File: src/rtl/control_stage_pipe.sv
// Purpose: ID-stage control decoder with registered ID/EX control word, load-use stall, flush and post-jump squash.
// Latency: one clock from op_code/formato to registered outputs; stall_out is combinational.
// Backpressure: hold freezes the ID/EX register and FSM; stall_out holds PC and IF/ID on a load-use hazard.
//
// Ports: clk/rst_n; IF/ID side id_valid, op_code, formato, id_rs, id_rt; hold (downstream freeze),
// flush (taken branch from EX); stall_out to PC/IF-ID; registered control bits, ex_valid, ex_rt, illegal_op.
module control_stage_pipe #(
    parameter int OPW          = 6,
    parameter int FUNCTW       = 6,
    parameter int REGW         = 5,
    parameter int TRUNKW       = 3,
    parameter int SQUASH_SLOTS = 1
) (
    input  logic              clk,
    input  logic              rst_n,
    input  logic              id_valid,
    input  logic [OPW-1:0]    op_code,
    input  logic [FUNCTW-1:0] formato,
    input  logic [REGW-1:0]   id_rs,
    input  logic [REGW-1:0]   id_rt,
    input  logic              hold,
    input  logic              flush,
    output logic              stall_out,
    output logic              ex_valid,
    output logic [REGW-1:0]   ex_rt,
    output logic              RegDst_out,
    output logic              ALUSrc_out,
    output logic              MemToReg_out,
    output logic              RegWrite_out,
    output logic              MemRead_out,
    output logic              MemWrite_out,
    output logic              Branch_out,
    output logic              Bne_out,
    output logic              Jump,
    output logic [1:0]        ALUOp_out,
    output logic [TRUNKW-1:0] trunk_mode_out,
    output logic [1:0]        Jdes_sel,
    output logic              illegal_op
);

    typedef struct packed {
        logic              reg_dst;
        logic              alu_src;
        logic              mem_to_reg;
        logic              reg_write;
        logic              mem_read;
        logic              mem_write;
        logic              branch;
        logic              bne;
        logic              jump;
        logic [1:0]        alu_op;
        logic [TRUNKW-1:0] trunk;
        logic [1:0]        jdes;
    } ctrl_t;

    typedef enum logic {RUN, SQUASH} state_t;

    localparam logic [OPW-1:0] OP_RTYPE = OPW'(6'b000000);
    localparam logic [OPW-1:0] OP_J     = OPW'(6'b000010);
    localparam logic [OPW-1:0] OP_JAL   = OPW'(6'b000011);
    localparam logic [OPW-1:0] OP_BEQ   = OPW'(6'b000100);
    localparam logic [OPW-1:0] OP_BNE   = OPW'(6'b000101);
    localparam logic [OPW-1:0] OP_ADDI  = OPW'(6'b001000);
    localparam logic [OPW-1:0] OP_ADDIU = OPW'(6'b001001);
    localparam logic [OPW-1:0] OP_SLTI  = OPW'(6'b001010);
    localparam logic [OPW-1:0] OP_SLTIU = OPW'(6'b001011);
    localparam logic [OPW-1:0] OP_ANDI  = OPW'(6'b001100);
    localparam logic [OPW-1:0] OP_ORI   = OPW'(6'b001101);
    localparam logic [OPW-1:0] OP_XORI  = OPW'(6'b001110);
    localparam logic [OPW-1:0] OP_LUI   = OPW'(6'b001111);
    localparam logic [OPW-1:0] OP_LB    = OPW'(6'b100000);
    localparam logic [OPW-1:0] OP_LH    = OPW'(6'b100001);
    localparam logic [OPW-1:0] OP_LW    = OPW'(6'b100011);
    localparam logic [OPW-1:0] OP_LBU   = OPW'(6'b100100);
    localparam logic [OPW-1:0] OP_LHU   = OPW'(6'b100101);
    localparam logic [OPW-1:0] OP_LWU   = OPW'(6'b100111);
    localparam logic [OPW-1:0] OP_SB    = OPW'(6'b101000);
    localparam logic [OPW-1:0] OP_SH    = OPW'(6'b101001);
    localparam logic [OPW-1:0] OP_SW    = OPW'(6'b101011);

    localparam logic [FUNCTW-1:0] FN_JR   = FUNCTW'(6'b001000);
    localparam logic [FUNCTW-1:0] FN_JALR = FUNCTW'(6'b001001);

    localparam logic       SQ_EN   = (SQUASH_SLOTS > 0);
    localparam logic [2:0] SQ_LOAD = 3'(SQUASH_SLOTS);

    ctrl_t       dec;
    logic        dec_illegal;
    logic        dec_rt_use;   // op reads rt as a source (R-type, store, BEQ/BNE)
    ctrl_t       ctrl_q;
    state_t      state;
    logic [2:0]  sq_cnt;
    logic        hazard;

    always_comb begin
        dec         = '0;
        dec_illegal = 1'b0;
        dec_rt_use  = 1'b0;
        case (op_code)
            OP_RTYPE: begin
                dec_rt_use = 1'b1;
                if (formato == FN_JR) begin
                    dec.branch = 1'b1;
                    dec.jump   = 1'b1;
                    dec.jdes   = 2'b10;
                end else begin
                    dec.reg_dst   = 1'b1;
                    dec.alu_op    = 2'b10;
                    dec.reg_write = 1'b1;
                    if (formato == FN_JALR) begin
                        dec.branch = 1'b1;
                        dec.jump   = 1'b1;
                        dec.jdes   = 2'b10;
                    end
                end
            end
            OP_LB, OP_LH, OP_LW, OP_LWU, OP_LBU, OP_LHU: begin
                dec.alu_src    = 1'b1;
                dec.mem_read   = 1'b1;
                dec.reg_write  = 1'b1;
                dec.mem_to_reg = 1'b1;
                if (op_code == OP_LB)       dec.trunk = TRUNKW'(1);
                else if (op_code == OP_LH)  dec.trunk = TRUNKW'(2);
                else if (op_code == OP_LBU) dec.trunk = TRUNKW'(3);
                else if (op_code == OP_LHU) dec.trunk = TRUNKW'(4);
            end
            OP_SB, OP_SH, OP_SW: begin
                dec_rt_use    = 1'b1;
                dec.alu_src   = 1'b1;
                dec.mem_write = 1'b1;
                if (op_code == OP_SB)      dec.trunk = TRUNKW'(3);
                else if (op_code == OP_SH) dec.trunk = TRUNKW'(4);
            end
            OP_ADDI, OP_ADDIU, OP_SLTI, OP_SLTIU, OP_ANDI, OP_ORI, OP_XORI, OP_LUI: begin
                dec.alu_op    = 2'b10;
                dec.alu_src   = 1'b1;
                dec.reg_write = 1'b1;
            end
            OP_BEQ, OP_BNE: begin
                dec_rt_use = 1'b1;
                dec.alu_op = 2'b01;
                dec.branch = 1'b1;
                dec.bne    = (op_code == OP_BNE);
            end
            OP_J: begin
                dec.branch = 1'b1;
                dec.jump   = 1'b1;
                dec.jdes   = 2'b01;
            end
            OP_JAL: begin
                dec.reg_dst   = 1'b1;
                dec.alu_op    = 2'b11;
                dec.branch    = 1'b1;
                dec.reg_write = 1'b1;
                dec.jump      = 1'b1;
                dec.jdes      = 2'b01;
            end
            default: dec_illegal = 1'b1;
        endcase
    end

    // Load in EX whose destination is read by the instruction in ID.
    assign hazard = id_valid & ex_valid & ctrl_q.mem_read & (ex_rt != '0) &
                    ((ex_rt == id_rs) | ((ex_rt == id_rt) & dec_rt_use));

    assign stall_out = hazard & (state == RUN) & ~flush;

    always_ff @(posedge clk or negedge rst_n) begin
        if (!rst_n) begin
            ctrl_q     <= '0;
            ex_valid   <= 1'b0;
            ex_rt      <= '0;
            illegal_op <= 1'b0;
            state      <= RUN;
            sq_cnt     <= '0;
        end else if (flush) begin
            ctrl_q     <= '0;
            ex_valid   <= 1'b0;
            ex_rt      <= '0;
            illegal_op <= 1'b0;
            state      <= RUN;
            sq_cnt     <= '0;
        end else if (hold) begin
            // everything frozen
        end else if (state == SQUASH) begin
            ctrl_q     <= '0;
            ex_valid   <= 1'b0;
            ex_rt      <= '0;
            illegal_op <= 1'b0;
            sq_cnt     <= sq_cnt - 3'd1;
            if (sq_cnt <= 3'd1) begin
                state  <= RUN;
                sq_cnt <= '0;
            end
        end else if (hazard || !id_valid) begin
            ctrl_q     <= '0;
            ex_valid   <= 1'b0;
            ex_rt      <= '0;
            illegal_op <= 1'b0;
        end else begin
            ctrl_q     <= dec;
            ex_valid   <= 1'b1;
            ex_rt      <= id_rt;
            illegal_op <= dec_illegal;
            if (dec.jump && SQ_EN) begin
                state  <= SQUASH;
                sq_cnt <= SQ_LOAD;
            end
        end
    end

    assign RegDst_out     = ctrl_q.reg_dst;
    assign ALUSrc_out     = ctrl_q.alu_src;
    assign MemToReg_out   = ctrl_q.mem_to_reg;
    assign RegWrite_out   = ctrl_q.reg_write;
    assign MemRead_out    = ctrl_q.mem_read;
    assign MemWrite_out   = ctrl_q.mem_write;
    assign Branch_out     = ctrl_q.branch;
    assign Bne_out        = ctrl_q.bne;
    assign Jump           = ctrl_q.jump;
    assign ALUOp_out      = ctrl_q.alu_op;
    assign trunk_mode_out = ctrl_q.trunk;
    assign Jdes_sel       = ctrl_q.jdes;

endmodule

File: config.mk
export PLATFORM = sky130hd
export DESIGN_NAME = control_stage_pipe
export DESIGN_NICKNAME = d
export VERILOG_FILES = /design/src/rtl/control_stage_pipe.sv
export SDC_FILE = /design/constraint.sdc
export NUM_CORES = 1
export LEC_CHECK = 0
export ABC_AREA = 1
export CAP_MARGIN = 20
export CORE_ASPECT_RATIO = 1.75
export CORE_UTILIZATION = 50
export CTS_BUF_LIST = sky130_fd_sc_hd__clkbuf_8 sky130_fd_sc_hd__clkbuf_16
export DETAILED_ROUTE_END_ITERATION = 8
export PLACE_DENSITY_LB_ADDON = 0.25
export RECOVER_POWER = 25
export SLEW_MARGIN = 5
export SYNTH_ARGS = -nofsm -noshare
export SYNTH_HDL_FRONTEND = slang
export SYNTH_SLANG_ARGS = --single-unit
File: constraint.sdc
create_clock -name clk -period 2.25 [get_ports clk]
set_clock_uncertainty 0.05 [all_clocks]
set_input_delay 0.225 -clock clk [delete_from_list [all_inputs] [get_ports clk]]
set_output_delay 0.225 -clock clk [all_outputs]
set_load 0.05 [all_outputs]
# After elaboration in Yosys (flattened, before gate mapping)
# Cells that the tools add are included.
# word_totals
ff_bits,27
input_bits,27
output_inout_bits,24
word_cells,125
# op_classes
n_addsub,1
magnitude_cmp,1
n_eq_ne,27
n_mux,53
bitwise_logic,10
reduce_logical,16
# ops
op,n
$mux W16,4
$eq A6 B4 Y1 const B,10
$eq A6 B6 Y1 const B,9
$mux W3,12
$mux W1,23
$reduce_or A22 Y1,1
$mux W5,4
$reduce_or A17 Y1,1
$reduce_or A15 Y1,1
$eq A6 B2 Y1 const B,2
$eq A6 B3 Y1 const B,2
$reduce_or A6 Y1,2
$eq A5 B5 Y1,2
$pmux W1 S2,4
$pmux W2 S4,1
$reduce_or A8 Y1,1
$and A1 B1 Y1,7
$logic_not A6 Y1,1
$mux W2,3
$pmux W3 S2,1
$reduce_bool A5 Y1,1
$pmux W2 S2,1
$reduce_or A2 Y1,2
$reduce_or A4 Y1,1
11 further kinds,12

# Longest topological paths before layout
# depth
word_depth,11
ltp_mapped,14
depth_no_buf,14

# Least setup slack after synthesis
# Ideal clock, no wire load.
# synth_timing
kind,register -> output
from,register ex_rt[1]
to,output stall_out
arrival_ps,1937
t_required_ps,1975
path_slack_ps,38
path_stages_with_launch,7
path_buffers,0
path_cell_list,dfrtp_1 or2_2 a21oi_1 nand3_1 nand2_1 nand2_2 nor2_1
# synth_via
elab_chain_len,6
word_cells_on_any_way,9
cone_classes,eq/ne: 2; bitwise: 6; reduce/logical: 1
# synth_lines
element,line,rtl
from (decl),25,"output logic [REGW-1:0] ex_rt,"
from (signal assigned),203,ex_rt <= id_rt;
$eq A5 B5 Y1,164,((ex_rt == id_rs) | ((ex_rt == id_rt) & dec_rt_use));
$and A1 B1 Y1,164,
$or A1 B1 Y1,164,
$and A1 B1 Y1 (*),163,assign hazard = id_valid & ex_valid & ctrl_q.mem_read & (ex_rt != '0) &
$and A1 B1 Y1 (*) (2 in series),166,assign stall_out = hazard & (state == RUN) & ~flush;
to (decl),23,"output logic stall_out,"
# Mark *: on every way between the ends. The rest lies on a longest branch, timed or not.

# Worst setup path after layout
# layout_timing
from,input op_code[3]
to,output stall_out
# layout_via
elab_chain_len,8
word_cells_on_any_way,13
cone_classes,eq/ne: 5; mux: 1; bitwise: 5; reduce/logical: 2
# layout_lines
element,line,rtl
from (decl),17,"input logic [OPW-1:0] op_code,"
$eq A6 B6 Y1 (tied with other cells),99,case (op_code)
$reduce_or A6 Y1 (no line) (*),-,
$mux W1 (*),99,
$and A1 B1 Y1 (*),164,
$or A1 B1 Y1 (*),164,
$and A1 B1 Y1 (*),163,
$and A1 B1 Y1 (*) (2 in series),166,
# Marks and branches as above.

==> flow_metrics.tcl <==
set metrics [dict create \
    outcome "finished clean" \
    met1_length_um 1490 \
    stdcell_count 315 \
    vias_per_cell 4.97 \
    cts-resized-gates 0 \
    dieArea_um2 3510 \
    finalCriticalPeriod_ns 2.10 \
    initial_utilization 0.521 \
    grt_pass1_vias 1519 \
    ir_worst_vdd_uv 469 \
    pwr-share-seq 0.481 \
    dr.first_iter.drc_count 38 \
    syn_nets 248 \
    final-setup-viol-count 0 \
    detail_route.wl_per_cell_um 12.0 \
    hp-class "reg2reg" \
    nets 302 \
    numCtsBuffers 3 \
    place.gp.congestion 0.852 \
    hpwl_um 3050 \
    die_x_um 45.2 \
    cts.sinks 26 \
    fmax_mhz 476 \
    avgSynthCellArea_um2 7.47 \
    tns_ns 0 \
    crit_type "in2out" \
    grt_antenna_before_repair 0 \
    yosysTopAreaCell "dfrtp_1" \
    finalHoldViolCount 0 \
    clock_path_buffers 2 \
    total_leakage_power_nw 1.08 \
    p_comb_frac 0.224 \
    cts_hold_buf 0 \
    postRouteAntennaNets 0 \
    routed-wl-met3_um 153 \
    drc 0 \
    rsz0062_at_grt "false" \
    highest_layer "met4" \
    worstSkewPairLatency_ns 0.27 \
    yosysUniqueCellTypes 32 \
    internal_power_w 0.000730 \
    h-tree-depth 1 \
    cellPowerDensity_nw_per_um2 451 \
    core_area_um2 3140 \
    synth-seq-cells 26 \
    port_buffers 50 \
    grt-ovfl-total 0 \
    ys_top_cells_by_area "dfrtp_1, nand2_1, inv_1, nand3_1, nor2_1" \
    synth_warnings 0 \
    arrival_ns 1.83 \
    final_layout_size_suffix_gt1_frac 0.121 \
    swShare 0.281 \
    root_buffer "clkbuf_8" \
    synthesis.area_um2 1640 \
    p_sw_w 0.000286 \
    place_inst 311 \
    drv_slew 0 \
    routed_wl_um 3790 \
    grt_pass1_wl_um 6430 \
    grt_use_total 0.247 \
    critPathMaxFanout 6 \
    boundaryPins 51 \
    clockPowerShare 0.295 \
    maxCapViolCount 0 \
    finalCritPeriodShare 0.934 \
    syn_to_final_growth_pct 37.5 \
    placed_area_um2 2190 \
    final_util 0.716 \
    grt_max_degree 27 \
    diodes 0 \
    ys_seq_area_frac 0.398 \
    wl_met2_um 2050 \
    die_h_um 77.7 \
    num-fill-cells 267 \
    netlist.area_leader.share 0.398 \
    rows 27 \
    critPathCaptureType "primary output" \
    cp-start-kind "input pin" \
    final_area_um2 2250 \
    critPathRequiredTime_ns 1.98 \
    netlist_instances 219 \
    slew_headroom 0.0780 \
    tightest_slew_ns 1.38 \
    clkTransAtPathRegs_ns 0.09 \
    dr.pass1.iters 4 \
    vias 1566 \
    cts_tree "done" \
    post_cts_buffers 0 \
]
-- per-stage QoR --
stage / hold slack, ns / worst slack [ns] / power [W]
6_report: 0.438 / 0.148 / 0.00102
2_1_floorplan: -0.121 / 0.0379 / 0.000625
3_3_place_gp: 0.412 / 0.138 / 0.000725
5_1_grt: 0.468 / 0.0242 / 0.00106
4_1_cts: 0.287 / 0.0872 / 0.00102
3_5_place_dp: 0.419 / 0.0847 / 0.000728
-- final cells by class --
cell class              count  area (um2)  share of cell area
flip-flops and latches     26         651               0.289
clock buffers               4        55.1              0.0245
well taps                  43        53.8              0.0239
inverters                  27         101              0.0450
multi-input cells         161         850               0.378
repair buffers             54         539               0.240
-- path summary, 6_finish.rpt --
| path | cells past startpoint | slack, ns | endpoint | startpoint |
|---|---|---|---|---|
| worst max-delay path | 10 | 0.15 | stall_out | op_code[3] |
| worst min-delay path | 2 | 0.44 | ALUOp_out[0] | ALUOp_out[0] |
| worst max register to register | 8 | 0.55 | ex_rt[4] | ex_rt[1] |
| worst min register to register | 2 | 0.44 | ALUOp_out[0] | ALUOp_out[0] |
| max in group asynchronous | 2 | 0.59 | MemToReg_out | rst_n |
| min in group asynchronous | 2 | 0.74 | ex_rt[3] | rst_n |
-- kinds of logic (layout without fill, tap and decap cells) --
kind of cell    count (synthesis)  count (layout)  share of synthesized area
simple gates                  124             124                      0.348
buf+inv                        32              85                     0.0849
compound gates                 28              28                      0.117
flops                          26              26                      0.398
xor+xnor                        7               7                     0.0375
fa+ha+maj                       2               2                     0.0153
-- per-layer routing --
metal  vias to the layer above  GRT usage
met4                         0      0.118
met2                        54      0.438
li1                        803          -
met3                         8     0.0372
met1                       701      0.268
met5                         -          0
-- cells in the final DEF (no fill, tap or decap), types with 5 or more instances in the layout --
master / count
clkdlybuf4s50_1: 47
dfrtp_1: 26
inv_1: 24
nand2_1: 69
nand3_1: 16
nor2_1: 14
nor3_1: 5
o21ai_0: 11
o21ai_2: 6
xnor2_1: 5
-- Yosys cell counts --
master and instances:
nand2_1 69, dfrtp_1 26, inv_1 24, nand3_1 16, nor2_1 15, o21ai_0 11, o21ai_2 6, nor3_1 5
xnor2_1 5, nand2_2 4, nand4_1 4, nor2_4 3, a21oi_1 2, buf_6 2, clkbuf_1 2, ha_1 2
inv_2 2, nand3_2 2, nor2_2 2, o211ai_1 2, o21ai_1 2, o22ai_2 2, xor2_1 2, a21boi_0 1
a21oi_2 1, buf_4 1, clkinv_1 1, nand4_2 1, nor3b_1 1, nor4_1 1, o21bai_1 1, or2_2 1
-- flip-flops by register name (all words and copies together), names as in the netlist --
signal,count
MemWrite_out,1
ALUSrc_out,1
RegWrite_out,1
ALUOp_out,2
state,1
illegal_op,1
trunk_mode_out,3
RegDst_out,1
ex_valid,1
sq_cnt,3
Jdes_sel,2
Jump,1
Bne_out,1
MemToReg_out,1
Branch_out,1
ex_rt,5
-- critical path: stages --
cell	delay, ns
clkdlybuf4s50_1	0.60
inv_2	0.09
nor2_2	0.20
nand2_2	0.10
nand2_1	0.08
nand2_1	0.06
nand2_1	0.08
nand2_2	0.09
nor2_2	0.14
buf_12	0.15
-- power by group through the flow --
| stage | Combinational [W] | Sequential, W | Clock, W |
|---|---|---|---|
| floorplan | 0.0000982 | 0.000527 | 0 |
| global placement | 0.000226 | 0.000498 | 0 |
| detailed placement | 0.000230 | 0.000498 | 0 |
| CTS | 0.000230 | 0.000489 | 0.000303 |
| global route | 0.000250 | 0.000491 | 0.000320 |
| finish | 0.000228 | 0.000489 | 0.000299 |
No activity file was read; power rests on OpenSTA's default activity.
